===== config.mk =====
export PLATFORM = sky130hd
export DESIGN_NAME = imem_loader
export DESIGN_NICKNAME = d
export VERILOG_FILES = /design/src/rtl/imem_loader.sv
export SDC_FILE = /design/constraint.sdc
export NUM_CORES = 1
export LEC_CHECK = 0
export CAP_MARGIN = 10
export CORE_MARGIN = 5
export CORE_UTILIZATION = 45
export CTS_CLUSTER_SIZE = 40
export DETAILED_ROUTE_END_ITERATION = 10
export GPL_ROUTABILITY_DRIVEN = 0
export PLACE_DENSITY = 0.76
export SLEW_MARGIN = 20
export SYNTH_ARGS = -nofsm -noshare
export SYNTH_HDL_FRONTEND = slang
export SYNTH_SLANG_ARGS = --single-unit

===== constraint.sdc =====
create_clock -name clk -period 2.9 [get_ports clk]
set_input_delay 0.58 -clock clk [delete_from_list [all_inputs] [get_ports clk]]
set_output_delay 0.58 -clock clk [all_outputs]
set_load 0.05 [all_outputs]

===== src/rtl/imem_loader.sv =====
// imem_loader: boot/reload controller for the three-stage CPU.
// Holds the CPU in reset and takes a byte stream over valid/ready. The stream
// starts with a 16-bit little-endian word count, followed by that many
// little-endian 32-bit words. Each word is written to instruction memory,
// starting at word address 0. When the load finishes, the CPU is released.
//
// Ports:
//   clk, rst            system clock, synchronous active-high reset
//   load_req            reload request (only honoured in RUN)
//   in_data/in_valid    byte stream in; in_ready is decoded from state only
//   imem_we/addr/wdata  instruction-memory write port (registered)
//   cpu_rst             CPU reset, high while loading (registered)
//   busy                high in any state but RUN (decoded)
//   load_err            sticky: header count exceeded memory depth
//   words_loaded        words actually written by the current/last load
module imem_loader #(
  parameter int ADDR_W = 12
) (
  input  logic              clk,
  input  logic              rst,
  input  logic              load_req,
  input  logic [7:0]        in_data,
  input  logic              in_valid,
  output logic              in_ready,
  output logic              imem_we,
  output logic [ADDR_W-1:0] imem_addr,
  output logic [31:0]       imem_wdata,
  output logic              cpu_rst,
  output logic              busy,
  output logic              load_err,
  output logic [15:0]       words_loaded
);

  // The depth is kept 17 bits wide so that 2^16 can be represented when ADDR_W=16.
  localparam logic [16:0] DEPTH = 17'd1 << ADDR_W;

  typedef enum logic [2:0] {RUN, HDR0, HDR1, DATA, FLUSH} state_t;

  state_t      state, state_n;
  logic [7:0]  count_lo;
  logic [15:0] count;
  logic [15:0] word_idx;
  logic [1:0]  byte_idx;
  logic [23:0] wbuf;       // first three bytes of the word being assembled
  logic [15:0] word_nxt;
  logic [15:0] full_count;
  logic        xfer;

  assign xfer       = in_valid && in_ready;
  assign word_nxt   = word_idx + 16'd1;
  assign full_count = {in_data, count_lo};

  always_comb begin
    state_n  = state;
    in_ready = 1'b0;
    busy     = 1'b1;
    unique case (state)
      RUN: begin
        busy = 1'b0;
        if (load_req) state_n = HDR0;
      end
      HDR0: begin
        in_ready = 1'b1;
        if (in_valid) state_n = HDR1;
      end
      HDR1: begin
        in_ready = 1'b1;
        if (in_valid) state_n = (full_count == 16'd0) ? FLUSH : DATA;
      end
      DATA: begin
        in_ready = 1'b1;
        if (in_valid && byte_idx == 2'd3 && word_nxt == count) state_n = FLUSH;
      end
      FLUSH:   state_n = RUN;
      default: state_n = RUN;
    endcase
  end

  always_ff @(posedge clk) begin
    if (rst) begin
      state        <= RUN;
      cpu_rst      <= 1'b1;
      imem_we      <= 1'b0;
      imem_addr    <= '0;
      imem_wdata   <= '0;
      load_err     <= 1'b0;
      words_loaded <= '0;
      count_lo     <= '0;
      count        <= '0;
      word_idx     <= '0;
      byte_idx     <= '0;
      wbuf         <= '0;
    end else begin
      state   <= state_n;
      // cpu_rst tracks the state we are entering, so it rises together with HDR0
      // and falls together with RUN.
      cpu_rst <= (state_n != RUN);
      imem_we <= 1'b0;
      unique case (state)
        RUN: if (load_req) begin
          word_idx     <= '0;
          byte_idx     <= '0;
          words_loaded <= '0;
          load_err     <= 1'b0;
        end
        HDR0: if (xfer) count_lo <= in_data;
        HDR1: if (xfer) begin
          count <= full_count;
          if ({1'b0, full_count} > DEPTH) load_err <= 1'b1;
        end
        DATA: if (xfer) begin
          unique case (byte_idx)
            2'd0: wbuf[7:0]   <= in_data;
            2'd1: wbuf[15:8]  <= in_data;
            2'd2: wbuf[23:16] <= in_data;
            default: begin
              // Words beyond the memory depth are consumed but dropped, with no address wrap.
              if ({1'b0, word_idx} < DEPTH) begin
                imem_we      <= 1'b1;
                imem_addr    <= word_idx[ADDR_W-1:0];
                imem_wdata   <= {in_data, wbuf};
                words_loaded <= words_loaded + 16'd1;
              end
              word_idx <= word_nxt;
            end
          endcase
          byte_idx <= byte_idx + 2'd1;
        end
        default: ;
      endcase
    end
  end

endmodule


* Yosys cells after proc, flatten, opt, wreduce, memory -nomap -nowiden *
Index checks and enable logic that the tools add are counted.

storage, ports and cells
  bits in latches = 0
  bits in read-only memories = 0
  bits in registers = 132
  memories kept = 0
  word-level logic and storage cells = 81
  RAM bits = 0

operators by class
  divide/modulo/power cells = 0
  bitwise gates (word level) = 3
  mux-type cells = 24
  reductions and logical operators = 22
  order comparisons = 2
  shifts and indexed selects = 0
  add/sub/neg operators = 3
  eq/ne operators = 13
  multipliers = 0

operators by type and width
  kind                                                                    number
  16-bit two-way mux                                                      6
  16-bit case mux with 2 select lines                                     2
  16-bit by 1-bit adder with 16-bit output, second input constant         2
  16-bit equality test                                                    1
  16-bit by 13-bit > comparator with 1-bit output, second input constant  1
  16-bit logical NOT                                                      1
  16-bit by 13-bit < comparator with 1-bit output, second input constant  1
  3-bit two-way mux                                                       5
  2-bit != test, second input constant                                    6
  3-bit case mux with 4 select lines                                      1
  3-bit AND reduction                                                     4
  4-bit AND reduction                                                     3
  3-bit by 2-bit equality test with 1-bit output, second input constant   2
  1-bit two-way mux                                                       6
  3-bit OR reduction                                                      2
  6-bit OR reduction                                                      1
  5-bit AND reduction                                                     1
  2-bit equality test, second input constant                              2
  2-bit two-way mux                                                       2
  2-bit case mux with 2 select lines                                      1
  2-bit AND reduction                                                     2
  2-bit nonzero test                                                      2
  3-bit by 1-bit equality test with 1-bit output, second input constant   1
  1-bit logical AND                                                       3
  other kinds (7)                                                         9

* Depth between registers and ports, before layout *
Gate-level depths: netlist (run 1).

  word-level depth = 6
  mapped depth = 9
  mapped depth without buffers = 7

* Worst setup path before layout (run 1) *
Ideal clock, no wire load.

  kind = reg-to-reg
  from = register word_idx[0]
  to = register state[0]
  arrival = 1904 ps
  setup slack = 859 ps
  data required time = 2763 ps
  setup time = 137 ps
  cell stages (with the launch flop) = 8
  cells stage by stage = dfxtp_1 ha_1 nand3_1 o31ai_1 or4bb_1 nand3b_1 and4_1 a311oi_1

between the ends
  longest elaborated chain between the ends = 5

RTL lines
  what                                      RTL line  source
  start, declared                           42        logic [15:0] word_idx;
  start signal, assigned                    124       word_idx <= word_nxt;
  16-bit by 1-bit adder with 16-bit output  50        assign word_nxt = word_idx + 16'd1;
  16-bit equality test                      72        if (in_valid && byte_idx == 2'd3 && word_nxt == count) state_n = FLUSH;
  1-bit logical AND                         72
  3-bit two-way mux                         72
  3-bit case mux with 4 select lines        57        unique case (state)
  end signal, assigned                      94        state <= state_n;
  end, declared                             39        state_t state, state_n;

No other way between the ends.
A chain may end at the register's enable or synchronous reset.

* Worst setup path after layout (run 1) *
  from = register state[0]
  to = output in_ready

between the ends
  longest elaborated chain between the ends = 3
  elaborated cells on any way between the ends = 5
  classes of those cells = eq/ne (3); mux (1); reduce/logical (1)

RTL lines
  what                                                                                                              RTL line  source
  3-bit by 2-bit equality test with 1-bit output or 3-bit by 1-bit equality test with 1-bit output (tied branches)  57
  3-bit OR reduction (no line) (*)                                                                                  -
  1-bit two-way mux (*)                                                                                             57
  end, declared                                                                                                     24        output logic in_ready,

Every way passes the cells marked *; elsewhere a longest branch is shown, timed or not.

==> run metrics, run 1 <==
Req. time, crit path=2.32 ns; Netlist cell types=54; DRC violations left=0; final slew viol count=0; Synth top area share=45.8%; post-synthesis compound-gate area fraction=14.1%; row count=41; synth warn=0; Wirelength per Cell=14.7 um; RSZ-0062 raised after global routing=false; FFs w/ async S/R, synth=0%; CTS sink cnt=132; Final Cell Area=0.00735 sq mm; fmax=374 MHz; Post-CTS Setup Bufs=0; GRT Util Overall=19.9%; layout filler cell count=1143; ratio of cells with drive above 1 in the final layout=8.94%; multi-input logic area=0.00290 sq mm; total wire length=14.4 mm; Final Non-Filler Cells=977; endpoint class of the critical path=output port; pin count of the biggest net entering global routing=49; H-tree depth=4; CP Class=reg -> out; io pins=77; TritonCTS clock tree=yes; status=finished clean; Final min period=2.67 ns; Die W=123 um; Post-Synth Adder-Cell Area=1.52%; first-pass GRT wire length=23.8 mm; Synth Flop Type=dfxtp_1; via/cell ratio=5.34; Port Buffers=76; Post-Synth XOR/XNOR Area=5.01%; final setup violation count=0; Pwr Density=584 mW/mm^2; final core occ=58.2%; Yosys top cell by area=dfxtp_1; final setup TNS=0 ns; final hold vios=0; Clock transition at path regs=0.05 ns; Area Overhead vs Synth=27.3%; clock latency on the worst-skew pair=0.42 ns; Mapped Cells=728; Hold Crit Class=reg -> reg; register area share after synthesis=45.8%; leak pwr=2.48 nW; Mapped Area=0.00577 sq mm; drt pass-1 iters=5; CTS Hold Bufs=0; simple-gate share of the synthesized area=27.5%; syn_area_per_cell=7.93 sq um; Num CTS Buffers=17; CP Data Arrival Time=2.09 ns; synth top area cells=dfxtp_1, nand2_1, a21oi_1, nand3_1, nor2_1; synthesized flop and latch total=132; slew margin rel.=59.9%; Initial DRC Count=405; Post-synth EDFFs=0; cts repair resizes=0; Chip Height=123 um; Starting Density=45.7%; placed cell count=945; GRT overflow=0; Fin Hold WS=0.451 ns; vias in the first global route=4753; DP HPWL=9.24 mm; Clock Skew=0.00717 ns; period utilization=92.2%; Placed Area=0.00672 sq mm; Longest Clk Path Bufs=2; startpoint types=flop; post-route ant nets=0; Net Count, Synth=747; peak supply drop=0.000423 V; Seq. cell area=0.00264 sq mm; full die area=0.0152 sq mm; maxcap violations=0; post-synthesis mux area share=1.73%; Worst-Margin Slew=0.601 ns; DR vias=5214; Layout Nets=811; largest family of logic cells by synthesized area=simple AND/OR/NAND/NOR gates; CTS root buffer=clkbuf_16; Core Area=0.0126 sq mm; Critical Path Fanout Max=14; initial antenna violation count=0; diode count=0
[cells in the final DEF (no fill, tap or decap), types with 3 or more instances in the layout]
cell               n
nand2_1          162
dfxtp_1          132
a21oi_1          113
clkdlybuf4s50_1   75
nor2_1            52
nand3_1           40
buf_4             23
xnor2_1           19
o21ai_0           17
clkbuf_16         17
nor3_1            14
xor2_1            14
or3_1             11
nand4_1           10
mux2i_1           10
inv_1              7
ha_1               7
and3_1             6
a31oi_1            6
nor4_1             6
nor3b_1            4
clkbuf_8           4
clkinvlp_4         4
and4_1             3
a21o_1             3
or4_1              3
bufinv_16          3
[where the power goes]
group	internal, mW	switching, mW	total [mW]
clock	1.44	0.797	2.24
combinational	0.0748	0.132	0.207
sequential	1.83	0.0173	1.85
[stage by stage]
stage	power, mW	setup WS, ns
global placement	2.09	0.235
CTS	4.32	0.205
detailed placement	2.09	0.214
floorplan	2.01	0.859
global route	4.43	0.142
finish	4.29	0.227
[critical path, cell delays in order, from the launching register on]
cell             delay [ns]
dfxtp_1                0.63
nor2_1                 0.10
nor2_1                 0.14
clkdlybuf4s50_1        0.82
[cell type report]
cell class	instances	area share, %
Sequential cell	132	35.9
Inverter	7	0.357
Tap cell	172	2.93
Multi-Input combinational cell	535	39.4
Clock inverter	11	2.01
Clock buffer	21	6.54
Timing Repair Buffer	99	12.8
[worst paths after layout]
path	start	endpoint	slack [ns]	depth (start not counted)
max	state[0]$_SDFF_PP0_	in_ready	0.23	3
min	imem_addr[2]$_SDFFE_PP0P_	imem_addr[2]$_SDFFE_PP0P_	0.45	2
max reg2reg	word_idx[1]$_SDFFE_PP0P_	state[0]$_SDFF_PP0_	0.61	7
min reg2reg	imem_addr[2]$_SDFFE_PP0P_	imem_addr[2]$_SDFFE_PP0P_	0.45	2
[cell families after synthesis]
group                      count (synthesis)
adders and majority gates                  7
DFF                                      132
muxes                                     10
buffers and inverters                     61
xor gates and xnor gates                  33
and+or+nand+nor                          334
AOI/OAI and AO/OA                        151
[routing by layer]
layer / GRT usage [%] / vias up / wire, um
li1: - / 2628 / -
met1: 27.6 / 2419 / 6850
met2: 29.7 / 152 / 6390
met3: 6.54 / 15 / 988
met4: 5.40 / 0 / 162
met5: 0 / - / 0
[Yosys cell counts, types with 2 or more instances]
cell type,count
nand2_1,162
dfxtp_1,132
a21oi_1,113
nor2_1,52
nand3_1,41
clkbuf_1,40
xnor2_1,19
o21ai_0,17
nor3_1,14
xor2_1,14
or3_1,11
mux2i_1,10
nand4_1,10
buf_2,9
ha_1,7
inv_1,7
nor4_1,7
a31oi_1,6
and3_1,6
nor3b_1,4
a21o_1,3
and4_1,3
or4_1,3
a22oi_1,2
buf_1,2
nor2b_1,2
nor4_4,2
or2_2,2
or3b_1,2
or3b_2,2
[state kept, by name (all words and copies together) (netlist names)]
name and cells:
byte_idx 2, count 16, count_lo 8, cpu_rst 1, imem_addr 12, imem_wdata 32, imem_we 1, load_err 1
state 3, wbuf 24, word_idx 16, words_loaded 16
No activity file was read; power rests on OpenSTA's default activity.
==> run 2, diff against run 1 <==
- ABC_CLOCK_PERIOD_IN_PS: not set -> 2900
- CORE_UTILIZATION: 45 -> 55
- PLACE_DENSITY: 0.76 -> 0.89
==> run metrics, run 2 (same netlist as run 1, synthesis figures left out) <==
status=finished clean; R2R Path End=state[0]$_SDFF_PP0_; Fin Hold WS=0.448 ns; CTS root buffer=clkbuf_8; Final min period=2.78 ns; fmax=360 MHz; Req. time, crit path=2.32 ns; Chip Height=112 um; CTS sink cnt=132; Port Buffers=76; Area Overhead vs Synth=26.7%; CP Data Arrival Time=2.20 ns; r2r worst-path depth=7; post-route ant nets=0; Hold Crit Class=in -> reg; RSZ-0062 raised after global routing=false; full die area=0.0126 sq mm; GRT Util Overall=24.1%; Post-CTS Setup Bufs=0; leading cell type in the layout, fill and taps excluded=nand2_1; DP HPWL=9.79 mm; Die W=112 um; Critical Path Fanout Max=14; peak supply drop=0.000446 V; DRC violations left=0; cell chain of the critical path=or3_1 -> clkdlybuf4s50_1; crit-path max cell delay=0.80 ns; Placed Area=0.00666 sq mm; diode count=0; pin count of the biggest net entering global routing=59; Slowest cell on crit path=clkdlybuf4s50_1; GRT overflow=0; Worst-Margin Slew=0.618 ns; initial antenna violation count=0; H-tree depth=4; clock latency on the worst-skew pair=0.52 ns; flop2flop setup slack=0.40 ns; Longest Clk Path Bufs=2; layout filler cell count=749; Layout Nets=809; CP startpoint=state[0]$_SDFF_PP0_; multi-input logic area=0.00289 sq mm; Core Area=0.0103 sq mm; Largest regs=imem_wdata (32), wbuf (24); final core occ=71.2%; TritonCTS clock tree=yes; ratio of cells with drive above 1 in the final layout=8.48%; Top reg by flops=imem_wdata; crit path to=busy; total wire length=15.2 mm; Wirelength per Cell=16.2 um; first-pass GRT wire length=25.1 mm; via/cell ratio=5.82; critical path depth=2; endpoint class of the critical path=output port; FF-to-FF Start=word_idx[0]$_SDFFE_PP0P_; met3 wire len=1.47 mm; most frequent cells in the layout=nand2_1, dfxtp_1, a21oi_1, clkdlybuf4s50_1, nor2_1; Seq. cell area=0.00264 sq mm; Highest Signal Layer=met4; DR vias=5460; delay-heaviest family, CP=buffers and inverters; max reg flops=32; Pwr Density=601 mW/mm^2; Clock transition at path regs=0.06 ns; io pins=77; row count=37; slew margin rel.=58.8%; final slew viol count=0; wire length on met2=7.15 mm; final setup TNS=0 ns; Clock Skew=0.0123 ns; period utilization=95.9%; met1 WL=6.23 mm; maxcap violations=0; Final Cell Area=0.00731 sq mm; drt pass-1 iters=5; leak pwr=2.49 nW; CP bufs+invs=1; final setup violation count=0; Initial DRC Count=701; CP Class=reg -> out; startpoint types=flop; vias in the first global route=5183; final hold vios=0; Starting Density=56.2%; Num CTS Buffers=17
## run 2: changes by cell type in the layout (fill, tap and decap cells not counted), moves of 2 or more
cell       previous run  this run
buf_4                23        21
bufinv_16             3         5
clkinv_2              2         0
clkinv_4              0         2
## run 2: layout make-up
| class | count | share of cell area (%) |
|---|---|---|
| multi-input cells | 535 | 39.5 |
| flip-flops and latches | 132 | 36.1 |
| repair buffers | 97 | 12.7 |
| clock buffers | 20 | 6.23 |
| clock inverters | 11 | 2.72 |
| well taps | 136 | 2.33 |
| inverters | 7 | 0.359 |
## run 2: layer usage
metal  up-vias  track usage [%]
li1       2616                -
met2       309             39.8
met4         0             8.97
met3        45             6.42
met1      2490             30.3
met5         -                0
## run 2: what timing repair did
item / in CTS / in global routing
hold endpoints to repair: 0 / 0
hold buffers: 0 / 0
endpoints found under the setup margin: 0 / 1
resized for setup: 0 / 1
## run 2: how the worst min path moves through the flow
stage                               start                      endpoint  slack [ns]  depth (start not counted)
CTS                                   rst  words_loaded[0]$_SDFFE_PP0P_        0.43                          2
finish                                rst  words_loaded[0]$_SDFFE_PP0P_        0.45                          2
floorplan            wbuf[0]$_SDFFE_PP0P_    imem_wdata[0]$_SDFFE_PP0P_        0.43                          2
global placement    wbuf[22]$_SDFFE_PP0P_   imem_wdata[22]$_SDFFE_PP0P_        0.44                          2
global route                          rst  words_loaded[0]$_SDFFE_PP0P_        0.46                          2
detailed placement  wbuf[16]$_SDFFE_PP0P_   imem_wdata[16]$_SDFFE_PP0P_        0.45                          2
## run 2: stage by stage
step / std cells / setup WS, ns / power (mW)
3_5_place_dp: 907 / 0.0945 / 2.09
3_3_place_gp: 907 / 0.279 / 2.08
5_1_grt: 938 / 0.0676 / 4.51
2_1_floorplan: 728 / 0.859 / 2.01
4_1_cts: 938 / 0.0314 / 4.41
6_report: 938 / 0.119 / 4.40
## run 2: where the power goes
part / total, mW / internal [mW] / switching (mW)
clock network: 2.34 / 1.55 / 0.791
registers: 1.85 / 1.83 / 0.0186
logic: 0.208 / 0.0740 / 0.134
